**src/rtl/tlc_pkg.sv**
```systemverilog
// tlc_pkg: shared state encoding and phase-index width helper for the traffic light controller
package tlc_pkg;

   typedef enum logic [1:0] {GREEN, YELLOW, ALLRED} tlc_state_t;

   function automatic int PH_W(input int n);
      return (n < 2) ? 1 : $clog2(n);
   endfunction

endpackage

```
**src/rtl/tlc_timer.sv**
```systemverilog
// tlc_timer: TW-bit saturating up-counter with synchronous clear and asynchronous active-low reset
module tlc_timer #(
   parameter int TW = 8
) (
   input  logic          clk,
   input  logic          res_n,
   input  logic          clr,
   output logic [TW-1:0] t
);

   always_ff @(posedge clk or negedge res_n)
      if (!res_n) t <= '0;
      else if (clr) t <= '0;
      else if (~&t) t <= t + 1'b1;

endmodule

```
**src/rtl/tlc_multiphase.sv**
```systemverilog
// tlc_multiphase: N-approach round-robin traffic light controller with demand latching.
// Define TLC_PED_EN to add pedestrian request inputs and walk outputs.
module tlc_multiphase
   import tlc_pkg::*;
#(
   parameter int N_PHASES  = 4,
   parameter int TW        = 8,
   parameter int GREEN_MIN = 10,
   parameter int GREEN_MAX = 40,
   parameter int YELLOW_T  = 4,
`ifdef TLC_PED_EN
   parameter int WALK_T    = 8,
`endif
   parameter int ALLRED_T  = 2
) (
   input  logic                          clk,
   input  logic                          res_n,
   input  logic [N_PHASES-1:0]           sense,
`ifdef TLC_PED_EN
   input  logic [N_PHASES-1:0]           ped_req,
   output logic [N_PHASES-1:0]           walk,
`endif
   output logic [N_PHASES-1:0]           green,
   output logic [N_PHASES-1:0]           yellow,
   output logic [N_PHASES-1:0]           red,
   output logic [PH_W(N_PHASES)-1:0]     phase,
   output logic [TW-1:0]                 t
);

   localparam int PW = PH_W(N_PHASES);
   localparam logic [N_PHASES-1:0] ONE = 1;

   tlc_state_t state, state_nxt;
   logic [PW-1:0] nxt;
   logic [N_PHASES-1:0] dem, dem_set, dem_clr, cur_oh;
   logic others, go_yellow, end_yellow, end_allred, enter_green;

   // first phase after p, in round-robin order, with demand; lowest offset wins
   function automatic logic [PW-1:0] rr_pick(input logic [N_PHASES-1:0] d, input logic [PW-1:0] p);
      rr_pick = p;
      for (int k = N_PHASES - 1; k >= 1; k--)
         if (d[(int'(p) + k) % N_PHASES]) rr_pick = PW'((int'(p) + k) % N_PHASES);
   endfunction

   tlc_timer #(.TW(TW)) u_timer (
      .clk   (clk),
      .res_n (res_n),
      .clr   (state_nxt != state),
      .t     (t)
   );

   always_comb begin
      cur_oh      = ONE << phase;
      others      = |(dem & ~cur_oh);
      go_yellow   = t >= TW'(GREEN_MIN - 1) && others && (!sense[phase] || t >= TW'(GREEN_MAX - 1));
      end_yellow  = t == TW'(YELLOW_T - 1);
      end_allred  = t == TW'(ALLRED_T - 1);
      enter_green = state == ALLRED && end_allred;
   end

   always_ff @(posedge clk or negedge res_n)
      if (!res_n) state <= GREEN;
      else state <= state_nxt;

   always_comb
      state_nxt = (state == GREEN  && go_yellow)  ? YELLOW :
                  (state == YELLOW && end_yellow) ? ALLRED :
                  enter_green                     ? GREEN  : state;

   always_comb begin
      green  = (state == GREEN)  ? cur_oh : '0;
      yellow = (state == YELLOW) ? cur_oh : '0;
      red    = ~(green | yellow);
   end

   // the phase entering green drops its own demand even if its sensor is still high
   always_comb begin
      dem_clr = enter_green ? ONE << nxt : '0;
      dem_set = sense & ~((state == GREEN) ? cur_oh : '0);
`ifdef TLC_PED_EN
      dem_set = dem_set | ped_req;
`endif
   end

   always_ff @(posedge clk or negedge res_n)
      if (!res_n) begin
         dem   <= '0;
         nxt   <= '0;
         phase <= '0;
      end else begin
         dem   <= (dem | dem_set) & ~dem_clr;
         nxt   <= (state == GREEN && go_yellow) ? rr_pick(dem, phase) : nxt;
         phase <= enter_green ? nxt : phase;
      end

`ifdef TLC_PED_EN
   logic [N_PHASES-1:0] pdem;
   logic walk_ok;

   always_ff @(posedge clk or negedge res_n)
      if (!res_n) begin
         pdem    <= '0;
         walk_ok <= 1'b0;
      end else begin
         pdem    <= (pdem | ped_req) & ~dem_clr;
         walk_ok <= enter_green ? pdem[nxt] : walk_ok;
      end

   always_comb
      walk = (state == GREEN && walk_ok && t < TW'(WALK_T)) ? cur_oh : '0;
`endif

endmodule
```
**config.mk**
```make
export PLATFORM = sky130hd
export DESIGN_NAME = tlc_multiphase
export DESIGN_NICKNAME = d
export VERILOG_FILES = /design/src/rtl/tlc_pkg.sv /design/src/rtl/tlc_timer.sv /design/src/rtl/tlc_multiphase.sv
export SDC_FILE = /design/constraint.sdc
export NUM_CORES = 1
export LEC_CHECK = 0
export CORE_MARGIN = 3
export CORE_UTILIZATION = 30
export DETAILED_ROUTE_END_ITERATION = 10
export PLACE_DENSITY_LB_ADDON = 0.3
export SETUP_SLACK_MARGIN = 0.2
export SYNTH_ARGS = -nofsm -noshare
export SYNTH_HDL_FRONTEND = slang
export SYNTH_SLANG_ARGS = --single-unit
```
**constraint.sdc**
```tcl
create_clock -name clk -period 1.9 [get_ports clk]
set_clock_uncertainty 0.1 [all_clocks]
set_input_delay 0.285 -clock clk [delete_from_list [all_inputs] [get_ports clk]]
set_output_delay 0.285 -clock clk [all_outputs]
set_load 0.1 [all_outputs]
```
==> results of run 1 <==
-- registers in the layout, indices dropped and copies added (netlist names) --
register	cells
u_timer.t	8
dem	4
nxt	2
phase	2
state	2
-- layer usage --
| layer | part of all wire [%] | vias up | wire, um | track usage (%) |
|---|---|---|---|---|
| li1 | - | 607 | - | - |
| met1 | 39 | 597 | 1430 | 15.1 |
| met2 | 56 | 41 | 2090 | 28.9 |
| met3 | 4.2 | 4 | 155 | 1.85 |
| met4 | 0.78 | 0 | 29 | 4.18 |
| met5 | 0 | - | 0 | 0 |
-- critical path, cell delays in order, from the launching register on --
cell and delay (ns):
dfrtp_4 0.52, inv_4 0.09, ha_4 0.12, and2b_1 0.19, o41ai_4 0.36, a211oi_2 0.05, buf_4 0.17, a21o_4 0.23
nor2_2 0.11
-- kinds of logic after synthesis --
group / synth area share (%)
flip-flops: 35.4
AND/OR/NAND/NOR: 24.6
multiplexers: 6.69
adder cells (fa/ha/maj): 6.88
XOR/XNOR: 2.75
buffers and inverters: 5.90
AO/OA/AOI/OAI: 17.8
-- cell type report --
type / instances / area share [%]
Timing Repair Buffer: 65 / 33.5
Tap cell: 50 / 2.60
Inverter: 11 / 2.55
Sequential cell: 18 / 19.9
Clock buffer: 4 / 2.29
Multi-Input combinational cell: 105 / 39.1
-- layout by cell type, fill, tap and decap left out, types with 3 or more instances in the layout --
cell	synthesis	layout
o21ai_0	6	3
and2b_1	5	5
inv_1	11	4
ha_1	7	3
buf_12	0	22
and2_4	0	3
clkinvlp_4	0	4
dfrtp_2	0	4
dfrtp_4	0	6
clkdlybuf4s50_1	0	5
nand2_1	10	4
nand2b_4	0	3
o211ai_1	3	3
clkbuf_8	0	4
a21oi_2	1	6
nor2_4	0	3
buf_6	3	8
nand3_1	3	3
nand2_2	0	4
ha_4	0	3
buf_4	0	30
mux2i_1	4	4
a21oi_1	12	7
nor2_1	15	11
dfrtp_1	18	8
-- stage by stage --
stage / total power [mW] / cell area, sq um / TNS (ns) / cells / hold WS [ns]
floorplan: 2.52 / 1380 / -2.58 / 137 / -0.111
global placement: 3.54 / 2100 / -0.857 / 238 / 0.360
detailed placement: 3.60 / 2100 / -1.56 / 238 / 0.357
CTS: 4.17 / 2310 / -0.621 / 248 / 0.275
global route: 4.48 / 2400 / -2.18 / 253 / 0.306
finish: 4.29 / 2400 / -1.12 / 253 / 0.271
-- worst max path at each step --
stage	from	end	slack (ns)	cells past startpoint
finish	phase[0]	u_timer.t[4]	-0.11	8
global route	phase[0]	u_timer.t[0]	-0.19	8
CTS	phase[0]	u_timer.t[2]	-0.11	8
detailed placement	u_timer.t[0]	u_timer.t[2]	-0.17	7
global placement	u_timer.t[0]	u_timer.t[2]	-0.11	7
floorplan	phase[0]	u_timer.t[2]	-0.18	8
-- power by group --
part	internal (mW)	switching [mW]	total, mW
logic	1.42	1.90	3.32
clock network	0.184	0.119	0.303
registers	0.522	0.152	0.675
-- repair_timing --
action                                 in CTS  in global routing
setup buffers                               6                  5
setup endpoints to repair                  30                 30
pin swaps                                   8                  8
endpoints found under the hold margin       0                  0
gates resized for setup                    31                 11
==> metrics.log, run 1 <==
[metrics] run status: finished with violations
[metrics] violated checks: negative setup slack
[metrics] flop and latch count out of synthesis: 18
[metrics] Leak Pwr: ~0.98 nW
[metrics] DP HPWL: between 2000 and 3000 um
[metrics] final core utilization: about three fifths
[metrics] count of flip-flops with a built-in enable after synthesis: 0
[metrics] sequential cell area: approximately 480 sq um
[metrics] vias: about 1200
[metrics] Worst R2R End: u_timer.t[4]
[metrics] CTS tree: built
[metrics] IO buf count: 27
[metrics] largest net degree at the start of global routing: 19
[metrics] number of cell instances on the worst register-to-register path: 8
[metrics] most used standard cells in the synthesized netlist: dfrtp_1 (18), nor2_1 (15), a21oi_1 (12)
[metrics] most repeated cell in the gate-level netlist after synthesis: dfrtp_1
[metrics] worst flop-to-flop path startpoint: phase[0]
[metrics] Crit Path Category: reg -> reg
[metrics] final weighted congestion in routability-driven placement: just under 0.9
[metrics] Seq/Total Area, Yosys: between 30 and 40%
[metrics] predominant post-synthesis flop cell: dfrtp_1
[metrics] synthesized area per cell: roughly 9.3 sq um
[metrics] maximum vdd drop: 0.00141 V
[metrics] endpoint arrival time on the critical path: around 2.1 ns
[metrics] cell chosen for the clock root: clkbuf_8
[metrics] Area growth syn-to-layout: 88.8%
[metrics] placeable core region: about 0.0041 sq mm
[metrics] initial cell density of the core: 31.4%
[metrics] crit share post-route: 106%
[metrics] CTS H-Tree Depth: 1
[metrics] wire length reported by the detailed router: 3710 um
[metrics] Critical Path Fanout Max: 8
[metrics] count of routing violations after the opening detailed-route iteration: 34
[metrics] synth top area cells: dfrtp_1 (35%), ha_1 (6.9%), a21oi_1 (4.7%), nor2_1 (4.4%), mux4_2 (3.5%)
[metrics] Synth warnings: 0
[metrics] number of buffers inserted for hold repair after clock tree synthesis: 0
[metrics] clock net sink count: 18
[metrics] kind of launch point of the worst setup path: flip-flop
[metrics] post-layout net count: roughly 220
[metrics] final-layout fill cell count: between 300 and 400
[metrics] highest attainable clock frequency: about 0.5 GHz
[metrics] Avg WL per Cell: ~15 um
[metrics] total of max-cap violations: 0
[metrics] Async S/R FF share, synth: 100%
[metrics] DRC: 0
[metrics] number of antenna violations at the first check in global routing: 0
[metrics] post-synthesis instance area: about 0.0013 sq mm
[metrics] floorplan die area: between 0.005 and 0.006 sq mm
[metrics] clock input transition at the sequential cells of the worst setup and hold paths: 0.07 ns
[metrics] post-placement setup slack: -0.175 ns
[metrics] Slew Limit Headroom: approximately three quarters
[metrics] endpoint class of the critical path: flip-flop
[metrics] drt pass-1 iters: 4
[metrics] Core Rows: 23
[metrics] RSZ-0062 raised after global routing: true
[metrics] largest buffer count on any clock path: 2
[metrics] Antenna Diode Count: 0
[metrics] global-route wire length before repair: about 5900 um
[metrics] footprint of the multi-input gates: 940 sq um
[metrics] Pins Over Slew Limit: 0
[metrics] fraction of final layout cells with drive strength greater than 1: 62.1%
[metrics] Power Dens Cells: roughly 1800 mW/mm^2
[metrics] post-synth top area share: between 30% and 40%
[metrics] setup slack of the worst register-to-register path: -0.11 ns
[metrics] final hold violation count: 0
[metrics] detail-routed via count per cell: 4.94
[metrics] number of top-level pins: 28
[metrics] global route total overflow: 0
[metrics] top cell type by total area after synthesis: dfrtp_1
[metrics] Routed Antenna Nets: 0
[metrics] gate count after technology mapping: approximately 140
[metrics] Setup WS post-layout: -0.107 ns
[metrics] Worst Tran Pin Value: 0.393 ns
[metrics] worst path required time: 1.98 ns
[metrics] clock buffer count from CTS: 3
[metrics] Tmin final: 2.01 ns
[metrics] floorplan die width: between 70 and 80 um
[metrics] Chip Height: about 70 um
[metrics] number of unique standard cell types used by synthesis: 39
[metrics] final count of negative-setup-slack endpoints: 15
[metrics] kind of path behind the tightest hold check: in -> async
[metrics] insertion delay of the later-clocked pin in the worst-skew pair: 0.25 ns
[metrics] syn_nets: 150
[metrics] aggregate global-route resource usage: roughly 14%
[metrics] via count of the first global-routing pass: between 1000 and 1500
Note: power is estimated with default switching activity, not from simulation.
==> run 2: changes to the inputs <==
DONT_BUFFER_PORTS = 1   (was default)
==> run 2 against run 1 <==
Effect of this change:
- the run still ends with negative setup slack left
- final area shrank 14%
- first-iteration DRC count rose by 94%
- routed wire length decreased by 1.6%
- via count fell by 5.6%
- global-route usage is 0.30 points higher
- largest cell class unchanged
==> metrics.log, run 2 (same netlist as run 1, synthesis figures left out) <==
[metrics] run status: finished with violations
[metrics] violated checks: negative setup slack
[metrics] clock input transition at the sequential cells of the worst setup and hold paths: 0.07 ns (about the same)
[metrics] Critical Path Fanout Max: 8 (unchanged)
[metrics] DRC: 0 (unchanged)
[metrics] Critical Path, Cell by Cell: inv_4 > ha_4 > and2b_1 > o41ai_4 > a211oi_4 > a21o_4 > nor3_2
[metrics] CTS tree: built
[metrics] highest metal layer used by the detailed router: met4
[metrics] Worst Tran Pin Value: 0.846 ns (+0.452 ns)
[metrics] Avg WL per Cell: 16.0 um (+9.2%)
[metrics] IO buf count: 0 (-100%)
[metrics] Pins Over Slew Limit: 0 (unchanged)
[metrics] global-route wire length before repair: 5820 um (-1.1%)
[metrics] final hold violation count: 0 (unchanged)
[metrics] RSZ-0062 raised after global routing: true
[metrics] total of max-cap violations: 0 (unchanged)
[metrics] Antenna Diode Count: 0 (unchanged)
[metrics] initial cell density of the core: 31.4% (unchanged)
[metrics] CTS H-Tree Depth: 1 (unchanged)
[metrics] Reg with most FFs: u_timer.t
[metrics] vias: 1179 (-5.6%)
[metrics] endpoint arrival time on the critical path: 2.08 ns (about the same)
[metrics] leading cell types in the layout, fill and taps excluded: buf_4 (24), a21oi_1 (9), buf_12 (9)
[metrics] delay of the slowest critical-path stage: 0.52 ns (about the same)
[metrics] Largest register FFs: 8 (unchanged)
[metrics] largest net degree at the start of global routing: 19 (unchanged)
[metrics] largest buffer count on any clock path: 2 (unchanged)
[metrics] final core utilization: 50.8% (-8.4 points)
[metrics] cell family with most CP delay: compound AO/OA/AOI/OAI gates
[metrics] Core Rows: 23 (unchanged)
[metrics] kind of path behind the tightest hold check: in -> reg
[metrics] insertion delay of the later-clocked pin in the worst-skew pair: 0.26 ns (about the same)
[metrics] clock net sink count: 18 (unchanged)
[metrics] number of antenna violations at the first check in global routing: 0 (unchanged)
[metrics] Crit Path Category: reg -> reg
[metrics] Area growth syn-to-layout: 61.8%
[metrics] detail-routed via count per cell: 5.17 (+4.7%)
[metrics] Chip Height: 71.1 um (unchanged)
[metrics] placeable core region: 0.00406 sq mm (unchanged)
[metrics] cell at the slowest stage of the critical path: dfrtp_4
[metrics] Finished Cell Area: 0.00206 sq mm (-14%)
[metrics] drt pass-1 iters: 7 (+3)
[metrics] worst path required time: 1.98 ns (about the same)
[metrics] Tmin final: 2.00 ns (-0.00441 ns)
[metrics] cell chosen for the clock root: clkbuf_8
[metrics] sum of routed wire segments on met1: 1490 um (+4.4%)
[metrics] kind of launch point of the worst setup path: flip-flop
[metrics] count of routing violations after the opening detailed-route iteration: 66 (+94%)
[metrics] global route total overflow: 0 (unchanged)
[metrics] Routed Antenna Nets: 0 (unchanged)
[metrics] top flop regs: u_timer.t x8, dem x4
[metrics] total met2 wirelength after detailed routing: 1880 um (-10%)
[metrics] post-layout net count: 192 (-12%)
[metrics] clock buffer count from CTS: 3 (unchanged)
[metrics] Setup WS post-layout: -0.102 ns (+0.00441 ns)
[metrics] final-layout fill cell count: 366 (+8.0%)
[metrics] final setup TNS: -0.612 ns (+0.508 ns)
[metrics] floorplan die width: 71.1 um (unchanged)
[metrics] fraction of final layout cells with drive strength greater than 1: 58.4% (-3.6 points)
[metrics] wire length reported by the detailed router: 3650 um (-1.6%)
[metrics] total length of routed met3 wires: 222 um (+43%)
[metrics] via count of the first global-routing pass: 1225 (-6.7%)
[metrics] most common library cell in the layout ignoring fill and taps: buf_4
[metrics] aggregate global-route resource usage: 14.6% (+0.30 points)
[metrics] DP HPWL: 2710 um (-3.7%)
[metrics] crit share post-route: 105% (-0.23 points)
[metrics] Worst Hold Margin: 0.123 ns (-0.148 ns)
[metrics] Post-DP Area: 0.00175 sq mm (-17%)
[metrics] CP Buf/Inv Count: 1 (-1)
[metrics] floorplan die area: 0.00506 sq mm (unchanged)
[metrics] endpoint class of the critical path: flip-flop
[metrics] number of top-level pins: 28 (unchanged)
[metrics] Slew Limit Headroom: 43.4% (-30 points)
[metrics] final weighted congestion in routability-driven placement: 0.811 (-6.4%)
[metrics] highest attainable clock frequency: 0.499 GHz (+0.22%)
[metrics] final count of negative-setup-slack endpoints: 16 (+1)
## run 2: cell types whose count changed in the layout (fill, tap and decap cells not counted), sizes merged
cell and delta:
dlygate4sd3 +1, clkdlybuf4s50 -5, buf -21
## run 2: cell type report
type | count | area, sq um | share of cell area (%)
Tap cell | 50 | 62.6 | 3.04
Multi-Input combinational cell | 105 | 965 | 46.8
Timing Repair Buffer | 40 | 438 | 21.3
Sequential cell | 18 | 478 | 23.2
Clock buffer | 4 | 55.1 | 2.67
Inverter | 11 | 61.3 | 2.98
## run 2: worst paths after layout
check	from	slack [ns]	cells after the start	endpoint
worst max-delay path	phase[1]	-0.10	7	u_timer.t[2]
worst min-delay path	sense[3]	0.12	2	dem[3]
worst max register to register	phase[1]	-0.10	7	u_timer.t[2]
worst min register to register	nxt[1]	0.40	1	dem[2]
max in group asynchronous	res_n	0.61	1	u_timer.t[5]
min in group asynchronous	res_n	0.47	1	phase[0]
## run 2: worst reg2reg max path, stage by stage (launching register included)
cell and delay [ns]:
dfrtp_4 0.52, inv_4 0.10, ha_4 0.13, and2b_1 0.19, o41ai_4 0.39, a211oi_4 0.10
a21o_4 0.25, nor3_2 0.13
## run 2: repair_timing
action                                  4_1_cts  5_1_grt
hold buffers                                  1        0
setup buffers                                 2        5
endpoints found under the setup margin       30       30
endpoints found under the hold margin        18        0
pin swaps                                    10        6
gates resized for setup                      25       17
## run 2: metrics by stage
stage / instances / worst slack [ns]
after global placement: 216 / -0.0704
final: 228 / -0.102
after CTS: 223 / -0.0923
after floorplan: 137 / -0.185
after detailed placement: 216 / -0.102
after global routing: 228 / -0.197
## run 2: per-layer routing
| layer | track usage [%] | up-vias |
|---|---|---|
| met5 | 0 | - |
| met4 | 5.01 | 0 |
| met3 | 3.41 | 5 |
| met2 | 26.3 | 39 |
| met1 | 17.0 | 583 |
| li1 | - | 552 |
Power of run 2 is left out: the tool's default activity adds up to more than one toggle a clock period on the data nets, which glitch-free logic cannot reach.
==> run 3: changes to the inputs <==
CORE_MARGIN = 4   (was 3)
==> run 3 against run 2 <==
Effect of this change:
- the flow still finishes with violations (negative setup slack)
- register-to-register slack about the same
- flip-flop and latch count unchanged
- critical path depth down 2
- non-clock buffer count rose by 9
- die area grew 5.7%
==> metrics.log, run 3 (same netlist as run 1, synthesis figures left out) <==
[metrics] via count of the first global-routing pass: 1311 (+7.0%)
[metrics] largest buffer count on any clock path: 2 (unchanged)
[metrics] final hold violation count: 0 (unchanged)
[metrics] CTS H-Tree Depth: 1 (unchanged)
[metrics] detail-routed via count per cell: 5.14 (-0.62%)
[metrics] count of routing violations after the opening detailed-route iteration: 58 (-12%)
[metrics] clock net sink count: 18 (unchanged)
[metrics] number of antenna violations at the first check in global routing: 0 (unchanged)
[metrics] endpoint arrival time on the critical path: 2.04 ns (-0.04 ns)
[metrics] Tmin final: 2.00 ns (+0.0000770 ns)
[metrics] Routed Antenna Nets: 0 (unchanged)
[metrics] CTS tree: built
[metrics] vias: 1218 (+3.3%)
[metrics] Critical Path Fanout Max: 8 (unchanged)
[metrics] post-layout net count: 201 (+4.7%)
[metrics] RSZ-0062 raised after global routing: true
[metrics] Reg with most FFs: u_timer.t
[metrics] Area growth syn-to-layout: 67.9%
[metrics] Avg WL per Cell: 16.2 um (+1.5%)
[metrics] violated checks: negative setup slack
[metrics] final core utilization: 52.7% (+1.9 points)
[metrics] floorplan die area: 0.00535 sq mm (+5.7%)
[metrics] delay of the slowest critical-path stage: 0.52 ns (about the same)
[metrics] cell family with most CP delay: compound AO/OA/AOI/OAI gates
[metrics] DP HPWL: 2680 um (-1.2%)
[metrics] wire length reported by the detailed router: 3850 um (+5.5%)
[metrics] IO buf count: 0 (unchanged)
[metrics] cell chosen for the clock root: clkbuf_8
[metrics] final setup TNS: -1.20 ns (-0.586 ns)
[metrics] most common library cell in the layout ignoring fill and taps: buf_4
[metrics] global-route wire length before repair: 6040 um (+3.7%)
[metrics] placeable core region: 0.00406 sq mm (unchanged)
[metrics] final weighted congestion in routability-driven placement: 0.915 (+13%)
[metrics] global route total overflow: 0 (unchanged)
[metrics] fraction of final layout cells with drive strength greater than 1: 63.1% (+4.7 points)
[metrics] largest net degree at the start of global routing: 19 (unchanged)
[metrics] floorplan die width: 73.1 um (+2.8%)
[metrics] Worst Tran Pin Value: 0.833 ns (-0.0131 ns)
[metrics] most used routing layer in global routing: met2
[metrics] endpoint class of the critical path: flip-flop
[metrics] DRC: 0 (unchanged)
[metrics] kind of launch point of the worst setup path: flip-flop
[metrics] Setup WS post-layout: -0.102 ns (-0.0000770 ns)
[metrics] CP Buf/Inv Count: 1 (unchanged)
[metrics] total of max-cap violations: 0 (unchanged)
[metrics] final count of negative-setup-slack endpoints: 16 (unchanged)
[metrics] worst path required time: 1.94 ns (-0.04 ns)
[metrics] GR Layer Usage met1: 14.7% (-2.3 points)
[metrics] routing usage on met2: 29.1% (+2.8 points)
[metrics] clock input transition at the sequential cells of the worst setup and hold paths: 0.07 ns (about the same)
[metrics] Antenna Diode Count: 0 (unchanged)
[metrics] Chip Height: 73.1 um (+2.8%)
[metrics] Slew Limit Headroom: 44.3% (+0.87 points)
[metrics] routing usage on met3: 3.44% (+0.034 points)
[metrics] clock buffer count from CTS: 3 (unchanged)
[metrics] kind of path behind the tightest hold check: in -> reg
[metrics] Pins Over Slew Limit: 0 (unchanged)
[metrics] highest attainable clock frequency: 0.499 GHz (about the same)
[metrics] Worst Hold Margin: 0.138 ns (+0.0152 ns)
[metrics] run status: finished with violations
[metrics] drt pass-1 iters: 4 (-3)
[metrics] initial cell density of the core: 31.4% (unchanged)
[metrics] number of top-level pins: 28 (unchanged)
[metrics] Core Rows: 23 (unchanged)
[metrics] Largest register FFs: 8 (unchanged)
[metrics] insertion delay of the later-clocked pin in the worst-skew pair: 0.25 ns (about the same)
[metrics] leading cell types in the layout, fill and taps excluded: buf_4 (31), buf_6 (9), a21oi_1 (8), buf_12 (8), nor2_1 (7)
[metrics] Crit Path Category: reg -> reg
[metrics] top flop regs: u_timer.t x8, dem x4
[metrics] crit share post-route: 105% (about the same)
[metrics] cell at the slowest stage of the critical path: dfrtp_4
[metrics] Critical Path, Cell by Cell: buf_6 > mux4_2 > a211oi_4 > a21o_4 > nor2_2
[metrics] aggregate global-route resource usage: 14.7% (+0.10 points)
[run 3: timing repair]
| action | CTS | global route |
|---|---|---|
| pin swaps | 7 | 8 |
| gates cloned | 0 | 0 |
| setup buffers | 7 | 7 |
| endpoints found under the hold margin | 18 | 0 |
| resized for setup | 38 | 13 |
| setup endpoints to repair | 30 | 30 |
| hold buffers | 1 | 0 |
[run 3: final timing paths]
kind / slack (ns) / startpoint / endpoint / depth (start not counted)
max: -0.10 / phase[0] / u_timer.t[6] / 5
min: 0.14 / sense[2] / dem[2] / 2
min in group asynchronous: 0.48 / res_n / u_timer.t[0] / 1
max in group asynchronous: 0.61 / res_n / u_timer.t[5] / 1
max reg2reg: -0.10 / phase[0] / u_timer.t[6] / 5
min reg2reg: 0.42 / nxt[1] / dem[2] / 1
[run 3: final cells by class]
| class | count | area (sq um) |
|---|---|---|
| Tap cell | 50 | 62.6 |
| Clock buffer | 4 | 55.1 |
| Inverter | 11 | 61.3 |
| Multi-Input combinational cell | 105 | 973 |
| Timing Repair Buffer | 49 | 504 |
| Fill cell | 363 | 1920 |
| Sequential cell | 18 | 480 |
[run 3: per-stage QoR]
| stage | std cells | instance area [sq um] | setup slack [ns] |
|---|---|---|---|
| 2_1_floorplan | 137 | 1380 | -0.185 |
| 3_3_place_gp | 218 | 1770 | -0.0845 |
| 3_5_place_dp | 218 | 1770 | -0.0905 |
| 4_1_cts | 230 | 2040 | -0.0601 |
| 5_1_grt | 237 | 2140 | -0.148 |
| 6_report | 237 | 2140 | -0.102 |
[run 3: layer usage]
| layer | wire [um] | up-vias |
|---|---|---|
| li1 | - | 572 |
| met1 | 1380 | 600 |
| met2 | 2120 | 40 |
| met3 | 283 | 6 |
| met4 | 70 | 0 |
| met5 | 0 | - |
Power of run 3 is left out for the same reason.
